$ cat src/rtl/minmax_pkg.sv
// Shared types and widths for the 4-bit min/max window tracker.
// Holds the FSM state encoding and the magnitude-compare result bundle.
package minmax_pkg;

  localparam int DATA_W  = 4;
  localparam int COUNT_W = 8;

  typedef enum logic [1:0] {
    IDLE  = 2'd0,
    ACCUM = 2'd1,
    DONE  = 2'd2
  } state_t;

  typedef struct packed {
    logic eq;
    logic gt;
    logic lt;
  } cmp_t;

endpackage

$ cat src/rtl/mag_cmp4.sv
// Unsigned 4-bit magnitude comparator: reports a == b, a > b and a < b.
module mag_cmp4
  import minmax_pkg::*;
(
  input  logic [DATA_W-1:0] a_i,
  input  logic [DATA_W-1:0] b_i,
  output cmp_t              cmp_o
);

  always_comb begin
    cmp_o.eq = (a_i == b_i);
    cmp_o.gt = (a_i > b_i);
    cmp_o.lt = (a_i < b_i);
  end

endmodule

$ cat src/rtl/minmax_tracker_4bit.sv
// Tracks min/max/count over windows of WIN_LEN samples with valid/ready handshakes.
// Optional out_range (max - min) output is enabled by defining MINMAX_TRACKER_RANGE_EN.
module minmax_tracker_4bit
  import minmax_pkg::*;
#(
  parameter int unsigned WIN_LEN = 8
) (
  input  logic               clk,
  input  logic               rst,
  input  logic               in_valid,
  output logic               in_ready,
  input  logic [DATA_W-1:0]  in_data,
  input  logic               clear,
  output logic               out_valid,
  input  logic               out_ready,
  output logic [DATA_W-1:0]  out_min,
  output logic [DATA_W-1:0]  out_max,
  output logic [COUNT_W-1:0] out_count
`ifdef MINMAX_TRACKER_RANGE_EN
  ,
  output logic [DATA_W-1:0]  out_range
`endif
);

  localparam logic [COUNT_W-1:0] WIN_LEN_C = COUNT_W'(WIN_LEN);

  state_t             state_q, state_d;
  logic [DATA_W-1:0]  min_q, min_d;
  logic [DATA_W-1:0]  max_q, max_d;
  logic [COUNT_W-1:0] count_q, count_d;

  cmp_t cmpMin;
  cmp_t cmpMax;
  logic accept;
  logic minUpdate;
  logic maxUpdate;

  mag_cmp4 u_cmp_min (
    .a_i   (in_data),
    .b_i   (min_q),
    .cmp_o (cmpMin)
  );

  mag_cmp4 u_cmp_max (
    .a_i   (in_data),
    .b_i   (max_q),
    .cmp_o (cmpMax)
  );

  assign in_ready  = (state_q != DONE);
  assign out_valid = (state_q == DONE);
  assign accept    = in_valid && in_ready;

  // Equal samples must leave the extremes untouched, so only a strict result updates.
  assign minUpdate = cmpMin.lt && !(cmpMin.eq || cmpMin.gt);
  assign maxUpdate = cmpMax.gt && !(cmpMax.eq || cmpMax.lt);

  always_comb begin
    state_d = state_q;
    min_d   = min_q;
    max_d   = max_q;
    count_d = count_q;

    case (state_q)
      IDLE: begin
        if (accept) begin
          min_d   = in_data;
          max_d   = in_data;
          count_d = COUNT_W'(1);
          state_d = (WIN_LEN_C == COUNT_W'(1)) ? DONE : ACCUM;
        end
      end
      ACCUM: begin
        if (accept) begin
          if (minUpdate) min_d = in_data;
          if (maxUpdate) max_d = in_data;
          count_d = count_q + COUNT_W'(1);
          if (count_d == WIN_LEN_C) state_d = DONE;
        end
      end
      DONE: begin
        if (out_ready) begin
          state_d = IDLE;
          count_d = '0;
        end
      end
      default: begin
        state_d = IDLE;
      end
    endcase

    // Abort wins over both the input and output handshakes.
    if (clear) begin
      state_d = IDLE;
      count_d = '0;
      min_d   = '1;
      max_d   = '0;
    end
  end

  always_ff @(posedge clk or posedge rst) begin
    if (rst) begin
      state_q <= IDLE;
      min_q   <= '1;
      max_q   <= '0;
      count_q <= '0;
    end else begin
      state_q <= state_d;
      min_q   <= min_d;
      max_q   <= max_d;
      count_q <= count_d;
    end
  end

  assign out_min   = min_q;
  assign out_max   = max_q;
  assign out_count = count_q;

`ifdef MINMAX_TRACKER_RANGE_EN
  logic [DATA_W-1:0] range_q, range_d;

  // Range is only meaningful alongside a finished window; zero otherwise.
  always_comb begin
    range_d = '0;
    if (state_d == DONE) range_d = max_d - min_d;
  end

  always_ff @(posedge clk or posedge rst) begin
    if (rst) range_q <= '0;
    else     range_q <= range_d;
  end

  assign out_range = range_q;
`endif

endmodule

$ cat config.mk
export PLATFORM = sky130hd
export DESIGN_NAME = minmax_tracker_4bit
export DESIGN_NICKNAME = d
export VERILOG_FILES = /design/src/rtl/minmax_pkg.sv /design/src/rtl/mag_cmp4.sv /design/src/rtl/minmax_tracker_4bit.sv
export SDC_FILE = /design/constraint.sdc
export NUM_CORES = 1
export LEC_CHECK = 0
export ABC_AREA = 1
export CAP_MARGIN = 25
export CORE_MARGIN = 2
export CORE_UTILIZATION = 45
export DETAILED_ROUTE_END_ITERATION = 10
export PLACE_DENSITY = 0.84
export SETUP_SLACK_MARGIN = 0.5
export SYNTH_ARGS = -nofsm -noshare
export SYNTH_HDL_FRONTEND = slang
export SYNTH_SLANG_ARGS = --single-unit
$ cat constraint.sdc
create_clock -name clk -period 3.15 [get_ports clk]
set_clock_uncertainty 0.1 [all_clocks]
set_input_delay 0.63 -clock clk [delete_from_list [all_inputs] [get_ports clk]]
set_output_delay 0.63 -clock clk [all_outputs]
set_load 0.01 [all_outputs]
==> results of run 1 <==
-- sequential cells by signal, summed over array words and instances (netlist names) --
name,count
out_max,4
out_min,4
out_count,8
state_q,2
-- worst reg2reg max path, cell delays in order, from the launching register on --
cell and delay (ns):
dfstp_2 0.56, inv_1 0.04, ha_1 0.28, inv_1 0.06, nor2_1 0.03, o211ai_1 0.15, nand3_1 0.09, nand2_1 0.06
nand2_1 0.15, o21ai_0 0.23
-- per-layer routing --
metal	routed length (µm)	share of wire (%)	track usage (%)	vias up
met1	1365	49	25.07	537
li1	-	-	-	614
met5	0	0	0	-
met3	107	3.8	2.948	0
met4	0	0	6.977	0
met2	1325	47	28.08	23
-- logic make-up after synthesis --
| family | count (synthesis) | share of synthesized area [%] |
|---|---|---|
| AOI/OAI and AO/OA | 28 | 11.91 |
| and+or+nand+nor | 81 | 29.43 |
| buffers and inverters | 32 | 9.873 |
| DFF | 18 | 35.24 |
| adders and majority gates | 14 | 13.55 |
-- report_power, final --
part | leakage, nW | switching [W] | internal, W
logic | 0.493 | 0.000297 | 0.000238
clock network | 0.0210 | 0.0000780 | 0.0000703
registers | 0.230 | 0.0000612 | 0.000311
total | 0.745 | 0.000436 | 0.000619
-- cells in the final DEF (no fill, tap or decap), types with 2 or more instances in the layout --
cell type and instances:
nand2_1 47, clkdlybuf4s50_1 26, inv_1 25, ha_1 14, dfrtp_1 14, nor2_1 11, o21ai_0 11, o21ai_1 8
nand3_1 7, nand4_1 4, inv_2 4, nand2_2 4, a21oi_1 4, dfstp_2 4, clkbuf_4 3, nand3_2 2
o211ai_1 2, o21bai_1 2
-- layout make-up --
type                       count  area (µm²)
clock buffer                   4       36.28
timing repair buffer          26       260.3
sequential                    18       455.4
fill                         255        1121
tap                           31       38.79
multi-input combinational    123       709.4
inverter                      30       112.6
-- worst max path at each step --
stage	depth (start not counted)	endpoint	slack, ns
finish	4	in_ready	0.75
global route	4	in_ready	0.65
CTS	4	in_ready	0.75
detailed placement	9	out_min[0]$_DFFE_PP1P_	0.72
global placement	9	out_min[0]$_DFFE_PP1P_	0.72
floorplan	8	out_min[0]$_DFFE_PP1P_	1.44
-- stage by stage --
| step | util [%] | instance area [µm²] | std cells | worst slack, ns | hold slack (ns) |
|---|---|---|---|---|---|
| final | 58.99 | 1613 | 232 | 0.7458 | 0.4114 |
| after floorplan | - | 1292 | 173 | 1.438 | 0.3656 |
| after CTS | 58.99 | 1613 | 232 | 0.7515 | 0.4138 |
| after detailed placement | 57.67 | 1577 | 228 | 0.7197 | 0.3925 |
| after global placement | 57.67 | 1577 | 228 | 0.7237 | 0.3911 |
| after global routing | 58.99 | 1613 | 232 | 0.6529 | 0.4458 |
==> impl_results.md, run 1 <==
- Most frequent cells after synthesis: nand2_1, inv_1, dfrtp_1, ha_1
- Average wire per standard cell: 12.06 µm
- RSZ-0062 raised after global routing: no
- Root Buffer: clkbuf_4
- WP data arrival: 1.67 ns
- FF+latch count, synth: 18
- Outcome: completed
- Max-slew violations: 0
- H-tree depth: 1
- Reg2reg setup slack: 1.31 ns
- Starting Density: 47.28%
- Die ar.: 3317 µm²
- Reg2reg start: out_min[1]$_DFFE_PP1P_
- Clk slew on worst S/H paths: 0.12 ns
- Origin of the worst setup path: state_q[0]$_DFFE_PP0P_
- DRC: 0
- Fin nets: 225
- Endpoint, Worst Hold: out_min[3]$_DFFE_PP1P_
- Initial antenna violation count: 0
- Leak pwr: 0.7447 nW
- Synth top area share: 27.11%
- Clock buffer depth: 2
- Final setup fails: 0
- Setup Buffers After CTS: 0
- CTS tree: built
- DIE HEIGHT: 57.59 µm
- Worst VDD drop: 0.0004520 V
- Ant diodes: 0
- Async set-or-reset flop fraction in the synthesized netlist: 100.0%
- Layout cells sized above 1: 11.94%
- Mapped Area: 1292 µm²
- Top FF cell, synth: dfrtp_1
- Startpoint Class: flop
- Most common cell in the synthesized netlist: nand2_1
- Critical Path RT: 2.42 ns
- Vias in the first global route: 1,086
- DR iter-0 viols: 44
- Syn. warnings: 0
- Post-synth top area cell: dfrtp_1
- Routability congestion estimate: 0.8614
- FF-to-FF End: out_min[0]$_DFFE_PP1P_
- Max cap viols: 0
- Number of hold buffers added after cts: 0
- Slew HR: 51.06%
- I/O Pins: 27
- CP top delay family: buffers and inverters
- Grt total ovfl: 0
- Slowest stage delay, CP: 0.53 ns
- Port Buffers: 26
- Vias/cell: 5.060
- Core box area: 2734 µm²
- Largest net degree at the start of global routing: 19
- Worst-path fanout max: 4
- Num CTS Buffers: 3
- Design Power: 0.001055 W
- Hold wc startpoint: out_min[3]$_DFFE_PP1P_
- Synth top area cells: dfrtp_1, nand2_1, ha_1, dfstp_2, inv_1
- DP HPWL: 2.124 mm
- F_max: 415.9 MHz
- Critical-path top delay cell: clkdlybuf4s50_1
- Post-synthesis net count: 196
- Setup TNS Final: 0 ns
- Worst Hold Path Cells: 2
- Sequential area share after synthesis: 35.24%
- Critical Setup Path Class: flop to output port
- Fin crit period: 2.404 ns
- GRT Total Usage: 18.04%
- P&R area growth vs syn: 24.78%
- R2R depth: 9
- WP buf/inv: 3
- Total number of vias: 1,174
- Avg Synthesized Cell Area: 7.471 µm²
- Cells after synthesis: 173
- Post-DRT Antenna Nets: 0
- Critical Path, Cell by Cell: inv_1 -> ha_1 -> inv_2 -> clkdlybuf4s50_1
- CP endpoint kind: output port
- Cell Pwr Density: 654.1 nW/µm²
- Post-CTS Resized: 0
- Chip width: 57.59 µm
- Sink Count: 18
- Routed WL: 2.799 mm
- Number of enable flip-flop cells after synthesis: 0
- Pre-antenna DRT Iters: 4
- First-pass GRT wire length: 4.733 mm
- Worst skew pair latency: 0.29 ns
- Worst Tran Pin Value: 0.7333 ns
- Row Count: 19
- Period utilisation layout: 76.32%
- Final Hold Viols: 0
- Min-delay worst type: flop to flop
- Count of different cell masters after synthesis: 25
Note: power is estimated with default switching activity, not from simulation.
==> inputs of run 2 (changes only) <==
--- a/config.mk
+++ b/config.mk
@@ -10,7 +10,7 @@
 export CORE_MARGIN = 2
 export CORE_UTILIZATION = 45
 export DETAILED_ROUTE_END_ITERATION = 10
-export PLACE_DENSITY = 0.84
+export PLACE_DENSITY = 0.87
 export SETUP_SLACK_MARGIN = 0.5
 export SYNTH_ARGS = -nofsm -noshare
 export SYNTH_HDL_FRONTEND = slang
==> constraint.sdc (replaced) <==
create_clock -name clk -period 2.18 [get_ports clk]
set_clock_uncertainty 0.1 [all_clocks]
set_input_delay 0.436 -clock clk [delete_from_list [all_inputs] [get_ports clk]]
set_output_delay 0.436 -clock clk [all_outputs]
set_load 0.01 [all_outputs]
==> run 2 against run 1 <==
Effect of this change: clock power up 43%; flip-flop and latch count unchanged; die area unchanged; wire length up 38%; via count up 19%; hold slack worse by 0.056 ns; critical path type is now input pin to flop.
==> impl_results.md, run 2 (synthesized netlist as in run 1, its figures left out) <==
- Outcome: completed
- Worst skew pair latency: 0.29 ns (about the same)
- Starting Density: 47.28% (unchanged)
- Average wire per standard cell: 14.84 µm (+23%)
- Final Hold Viols: 0 (unchanged)
- CTS tree: built
- Row Count: 19 (unchanged)
- WP data arrival: 1.90 ns (+0.23 ns)
- Initial antenna violation count: 0 (unchanged)
- Leak pwr: 0.9790 nW (+31%)
- Max-slew violations: 0 (unchanged)
- Min-delay worst type: input pin to async pin
- Most common cell after layout, fill and taps aside: nand2_1
- Period utilisation layout: 82.16%
- Fin crit period: 1.791 ns
- Final-layout fill cell count: 199 (-22%)
- Area of the multi-input gates: 887.1 µm² (+25%)
- Critical-path top delay cell: ha_1
- Slew HR: 71.62% (+21 points)
- Cell Pwr Density: 1006 nW/µm² (+54%)
- Ant diodes: 0 (unchanged)
- RSZ-0062 raised after global routing: yes
- Worst-path fanout max: 8 (+4)
- R2R depth: 8 (-1)
- Grt total ovfl: 0 (unchanged)
- Max cap viols: 0 (unchanged)
- Sequential cell area: 461.7 µm² (+1.4%)
- First-pass GRT wire length: 5.092 mm (+7.6%)
- Largest net degree at the start of global routing: 19 (unchanged)
- Vias/cell: 5.369 (+6.1%)
- Post-DRT Antenna Nets: 0 (unchanged)
- Core box area: 2734 µm² (unchanged)
- Slowest stage delay, CP: 0.36 ns (-0.17 ns)
- Routed WL: 3.859 mm (+38%)
- Critical Path RT: 2.29 ns (-0.13 ns)
- Chip width: 57.59 µm (unchanged)
- Hold slack: 0.3550 ns (-0.05638 ns)
- H-tree depth: 1 (unchanged)
- Top cell by count, worst path: nand2_1
- Critical Path, Cell by Cell: dlygate4sd2_1 -> ha_1 -> a21oi_2 -> o21ai_2 -> o21ai_1 -> nand2_1 -> nand2_2 -> nand2_1 -> o21ai_0
- Layout cells sized above 1: 40.61% (+29 points)
- Num CTS Buffers: 3 (unchanged)
- CP endpoint kind: flop
- I/O Pins: 27 (unchanged)
- GRT Total Usage: 19.28% (+1.2 points)
- P&R area growth vs syn: 53.73%
- Commonest non-fill, non-tap cells in the layout: nand2_1, buf_4, inv_1
- Routability congestion estimate: 0.8451 (-1.9%)
- Worst Tran Pin Value: 0.4250 ns (-0.3083 ns)
- Worst VDD drop: 0.0008179 V (+81%)
- F_max: 558.3 MHz
- Fin nets: 253 (+12%)
- Sink Count: 18 (unchanged)
- DP HPWL: 2.004 mm (-5.7%)
- Clock buffer depth: 2 (unchanged)
- Final setup fails: 0 (unchanged)
- Startpoint Class: input pin
- Total number of vias: 1,396 (+19%)
- Number of hold buffers added after cts: 0 (unchanged)
- Die ar.: 3317 µm² (unchanged)
- Root Buffer: clkbuf_4
- DRC: 0 (unchanged)
- Vias in the first global route: 1,198 (+10%)
- Utilization after layout: 72.68% (+14 points)
- Critical Setup Path Class: input pin to flop
- DIE HEIGHT: 57.59 µm (unchanged)
- Clk slew on worst S/H paths: 0.11 ns (about the same)
- Pre-antenna DRT Iters: 6 (+2)
- DR iter-0 viols: 45 (+2.3%)
- Port Buffers: 26 (unchanged)
- Max reg flops: 8 (unchanged)
## run 2: cell types whose count changed in the layout (fill, tap and decap cells not counted), moves of 8 or more
cell,before,now
buf_4,0,23
clkdlybuf4s50_1,26,3
dlygate4sd2_1,0,18
nand2_1,47,37
nand2_2,4,12
o21ai_2,1,9
## run 2: what timing repair did
| action | in CTS | in global routing |
|---|---|---|
| buffers inserted | 13 | 10 |
| endpoints found under the setup margin | 36 | 22 |
| pin swaps | 7 | 20 |
| resized for setup | 48 | 39 |
| gates cloned | 0 | 1 |
## run 2: worst paths after layout
path	startpoint	slack [ns]	end
min	rst	0.36	out_count[7]$_DFFE_PP0P_
min reg2reg	out_min[2]$_DFFE_PP1P_	0.38	out_min[2]$_DFFE_PP1P_
max in group asynchronous	rst	1.36	out_min[1]$_DFFE_PP1P_
max reg2reg	state_q[0]$_DFFE_PP0P_	0.41	out_count[6]$_DFFE_PP0P_
min in group clk	out_min[2]$_DFFE_PP1P_	0.38	out_min[2]$_DFFE_PP1P_
max	in_data[1]	0.39	out_max[1]$_DFFE_PP0P_
## run 2: per-layer routing
layer  track usage (%)  vias up  wire, µm
met4             3.987        0       116
met5                 0        -         0
li1                  -      664         -
met1             24.86      659      1607
met3             2.268       14       147
met2             34.58       59      1988
## run 2: metrics by stage
| stage | std cells | worst slack [ns] | total power (W) | cell area (µm²) | setup TNS, ns |
|---|---|---|---|---|---|
| after floorplan | 173 | 0.5219 | 0.001005 | 1292 | 0 |
| after global placement | 232 | 0.004672 | 0.001286 | 1607 | 0 |
| after detailed placement | 232 | -0.01843 | 0.001310 | 1607 | -0.02662 |
| after CTS | 249 | 0.3228 | 0.001613 | 1777 | 0 |
| after global routing | 260 | 0.3328 | 0.002131 | 1987 | 0 |
| final | 260 | 0.3889 | 0.001999 | 1987 | 0 |
## run 2: critical path, delay by kind of cell
family	cells	cell delay, ns
AOI/OAI and AO/OA	4	0.51
adders and majority gates	1	0.36
buffers and inverters	1	0.31
and+or+nand+nor	3	0.27
## run 2: where the power goes
part	leakage, nW	internal [W]	switching, W
combinational	0.735	0.000570	0.000690
sequential	0.223	0.000452	0.0000766
clock	0.0210	0.000102	0.000109
## run 2: final cells by class
cell class,count,area share [%]
Clock buffer,4,1.826
Inverter,30,5.667
Tap cell,31,1.952
Multi-Input combinational cell,124,44.65
Timing Repair Buffer,53,22.67
Sequential cell,18,23.24
==> inputs of run 3 (changes only) <==
==> constraint.sdc (replaced) <==
create_clock -name clk -period 1.5 [get_ports clk]
set_clock_uncertainty 0.1 [all_clocks]
set_input_delay 0.3 -clock clk [delete_from_list [all_inputs] [get_ports clk]]
set_output_delay 0.3 -clock clk [all_outputs]
set_load 0.01 [all_outputs]
==> run 3 against run 2 <==
Effect of this change: the run now ends with negative setup slack left; hold slack worse by 0.16 ns; largest power group unchanged; clock power is 52% higher; highest routed layer unchanged; clock-buffer cell count stayed put; total power is 83% higher; sequential share of layout area is 3.8 points lower; register-to-register slack worse by 0.72 ns; cell count is 11% higher.
==> impl_results.md, run 3 (synthesized netlist as in run 1, its figures left out) <==
- Failing checks: negative setup slack
- Place WS: -0.5434 ns (-0.5249 ns)
- P&R area growth vs syn: 84.12%
- First-pass GRT wire length: 6.506 mm (+28%)
- Min-delay worst type: input pin to async pin
- Vias in the first global route: 1,463 (+22%)
- Total number of vias: 1,597 (+14%)
- I/O Pins: 27 (unchanged)
- H-tree depth: 1 (unchanged)
- Starting Density: 47.28% (unchanged)
- Max-slew violations: 0 (unchanged)
- CP endpoint kind: flop
- GRT Total Usage: 25.79% (+6.5 points)
- Largest net degree at the start of global routing: 19 (unchanged)
- Chip width: 57.59 µm (unchanged)
- Num CTS Buffers: 3 (unchanged)
- Sequential cell area: 461.7 µm² (unchanged)
- Slew HR: 76.16% (+4.5 points)
- Layer carrying the most global-route usage: met2
- Port Buffers: 26 (unchanged)
- Startpoint Class: flop
- Leak pwr: 1.158 nW (+18%)
- Worst-path fanout max: 5 (-3)
- Critical Path, Cell by Cell: inv_2 -> ha_4 -> inv_4 -> o211ai_1 -> nand2_4 -> buf_12 -> nand2_8 -> nand2_2 -> o21ai_1
- WP buf/inv: 3 (+2)
- Most common cell after layout, fill and taps aside: buf_4
- Routing usage on met3: 6.349% (+4.1 points)
- Critical Path RT: 1.64 ns (-0.65 ns)
- CTS tree: built
- Vias/cell: 5.545 (+3.3%)
- Critical-path top delay cell: dfrtp_1
- Final setup fails: 21 (+21)
- Clk slew on worst S/H paths: 0.11 ns (about the same)
- Worst VDD drop: 0.001537 V (+88%)
- Slowest stage delay, CP: 0.44 ns (+0.08 ns)
- Cell Pwr Density: 1539 nW/µm² (+53%)
- WP data arrival: 1.95 ns (+0.05 ns)
- Fin crit period: 1.809 ns
- DP HPWL: 2.478 mm (+24%)
- Worst Tran Pin Value: 0.3560 ns (-0.06902 ns)
- Final-layout fill cell count: 122 (-39%)
- Worst skew pair latency: 0.32 ns (+0.03 ns)
- Fin nets: 281 (+11%)
- Routed WL: 4.983 mm (+29%)
- Routability congestion estimate: 0.8427 (-0.28%)
- Max reg flops: 8 (unchanged)
- Post-DRT Antenna Nets: 0 (unchanged)
- Area of the multi-input gates: 998.5 µm² (+13%)
- Root Buffer: clkbuf_4
- Commonest non-fill, non-tap cells in the layout: buf_4, buf_6, nand2_1
- Period utilisation layout: 120.6%
- DR iter-0 viols: 101 (+120%)
- Outcome: finished with violations
- GR Util met2: 45.29% (+11 points)
- Average wire per standard cell: 17.30 µm (+17%)
- Critical Setup Path Class: flop to flop
- Die ar.: 3317 µm² (unchanged)
- Utilization after layout: 87.05% (+14 points)
- Pre-antenna DRT Iters: 5 (-1)
- Final Hold Viols: 0 (unchanged)
- Max cap viols: 0 (unchanged)
- Clock buffer depth: 2 (unchanged)
- Met1 Resource Use GR: 29.14% (+4.3 points)
- Setup TNS Final: -4.060 ns (-4.060 ns)
- Sink Count: 18 (unchanged)
- Initial antenna violation count: 0 (unchanged)
- CP top delay family: flip-flops
- RSZ-0062 raised after global routing: yes
- Grt total ovfl: 0 (unchanged)
- Layout cells sized above 1: 60.70% (+20 points)
- DRC: 0 (unchanged)
- Number of hold buffers added after cts: 0 (unchanged)
- Reg2reg setup slack: -0.31 ns (-0.72 ns)
- Core box area: 2734 µm² (unchanged)
- Fin worst setup slack: -0.3085 ns (-0.6974 ns)
- DIE HEIGHT: 57.59 µm (unchanged)
- Ant diodes: 0 (unchanged)
- F_max: 552.9 MHz
- Row Count: 19 (unchanged)
==> run 3: final timing paths <==
check	from	endpoint	depth (start not counted)
setup / recovery	state_q[0]$_DFFE_PP0P_	out_count[1]$_DFFE_PP0P_	9
hold / removal	rst	out_count[5]$_DFFE_PP0P_	3
setup reg to reg	state_q[0]$_DFFE_PP0P_	out_count[1]$_DFFE_PP0P_	9
hold reg to reg	out_min[0]$_DFFE_PP1P_	out_min[0]$_DFFE_PP1P_	2
max in group asynchronous	rst	out_min[2]$_DFFE_PP1P_	3
min in group clk	in_data[3]	out_max[3]$_DFFE_PP0P_	3
==> run 3: routing by layer <==
metal  share of wire (%)  wire length (µm)  up-vias
met5                   0                 0        -
met4                 5.0               248        0
met3                 6.0               299       25
met2                  50              2508       80
met1                  39              1926      765
li1                    -                 -      727
==> run 3: area by class of cell <==
type | instances | share of cell area [%]
clock buffers | 4 | 1.525
inverters | 30 | 5.047
multi-input cells | 124 | 41.96
flip-flops and latches | 18 | 19.40
well taps | 31 | 1.630
repair buffers | 81 | 30.44
==> run 3: power breakdown <==
part	internal [W]	switching, W	total, W	leakage, nW
Sequential	0.000660	0.000152	0.000811	0.223
Clock	0.000149	0.000172	0.000320	0.0210
Combinational	0.00129	0.00124	0.00253	0.915
==> run 3: worst min-delay path, stage by stage <==
cell and delay, ns:
clkdlybuf4s50_1 0.40, inv_1 0.05, buf_4 0.25
==> run 3: per-stage QoR <==
step                std cells  total power, W  hold WS [ns]  area [µm²]
finish                    288        0.003661        0.1963        2380
floorplan                 173        0.001585        0.1355        1354
global placement          254        0.002229        0.3613        1833
detailed placement        254        0.002292        0.3687        1833
CTS                       273        0.002997        0.2103        2103
global route              288        0.003856        0.2180        2380
==> run 3: what timing repair did <==
item,4_1_cts,5_1_grt
pin swaps,25,21
buffers inserted,15,14
cloned,0,1
gates resized for setup,128,43
endpoints found under the setup margin,36,36
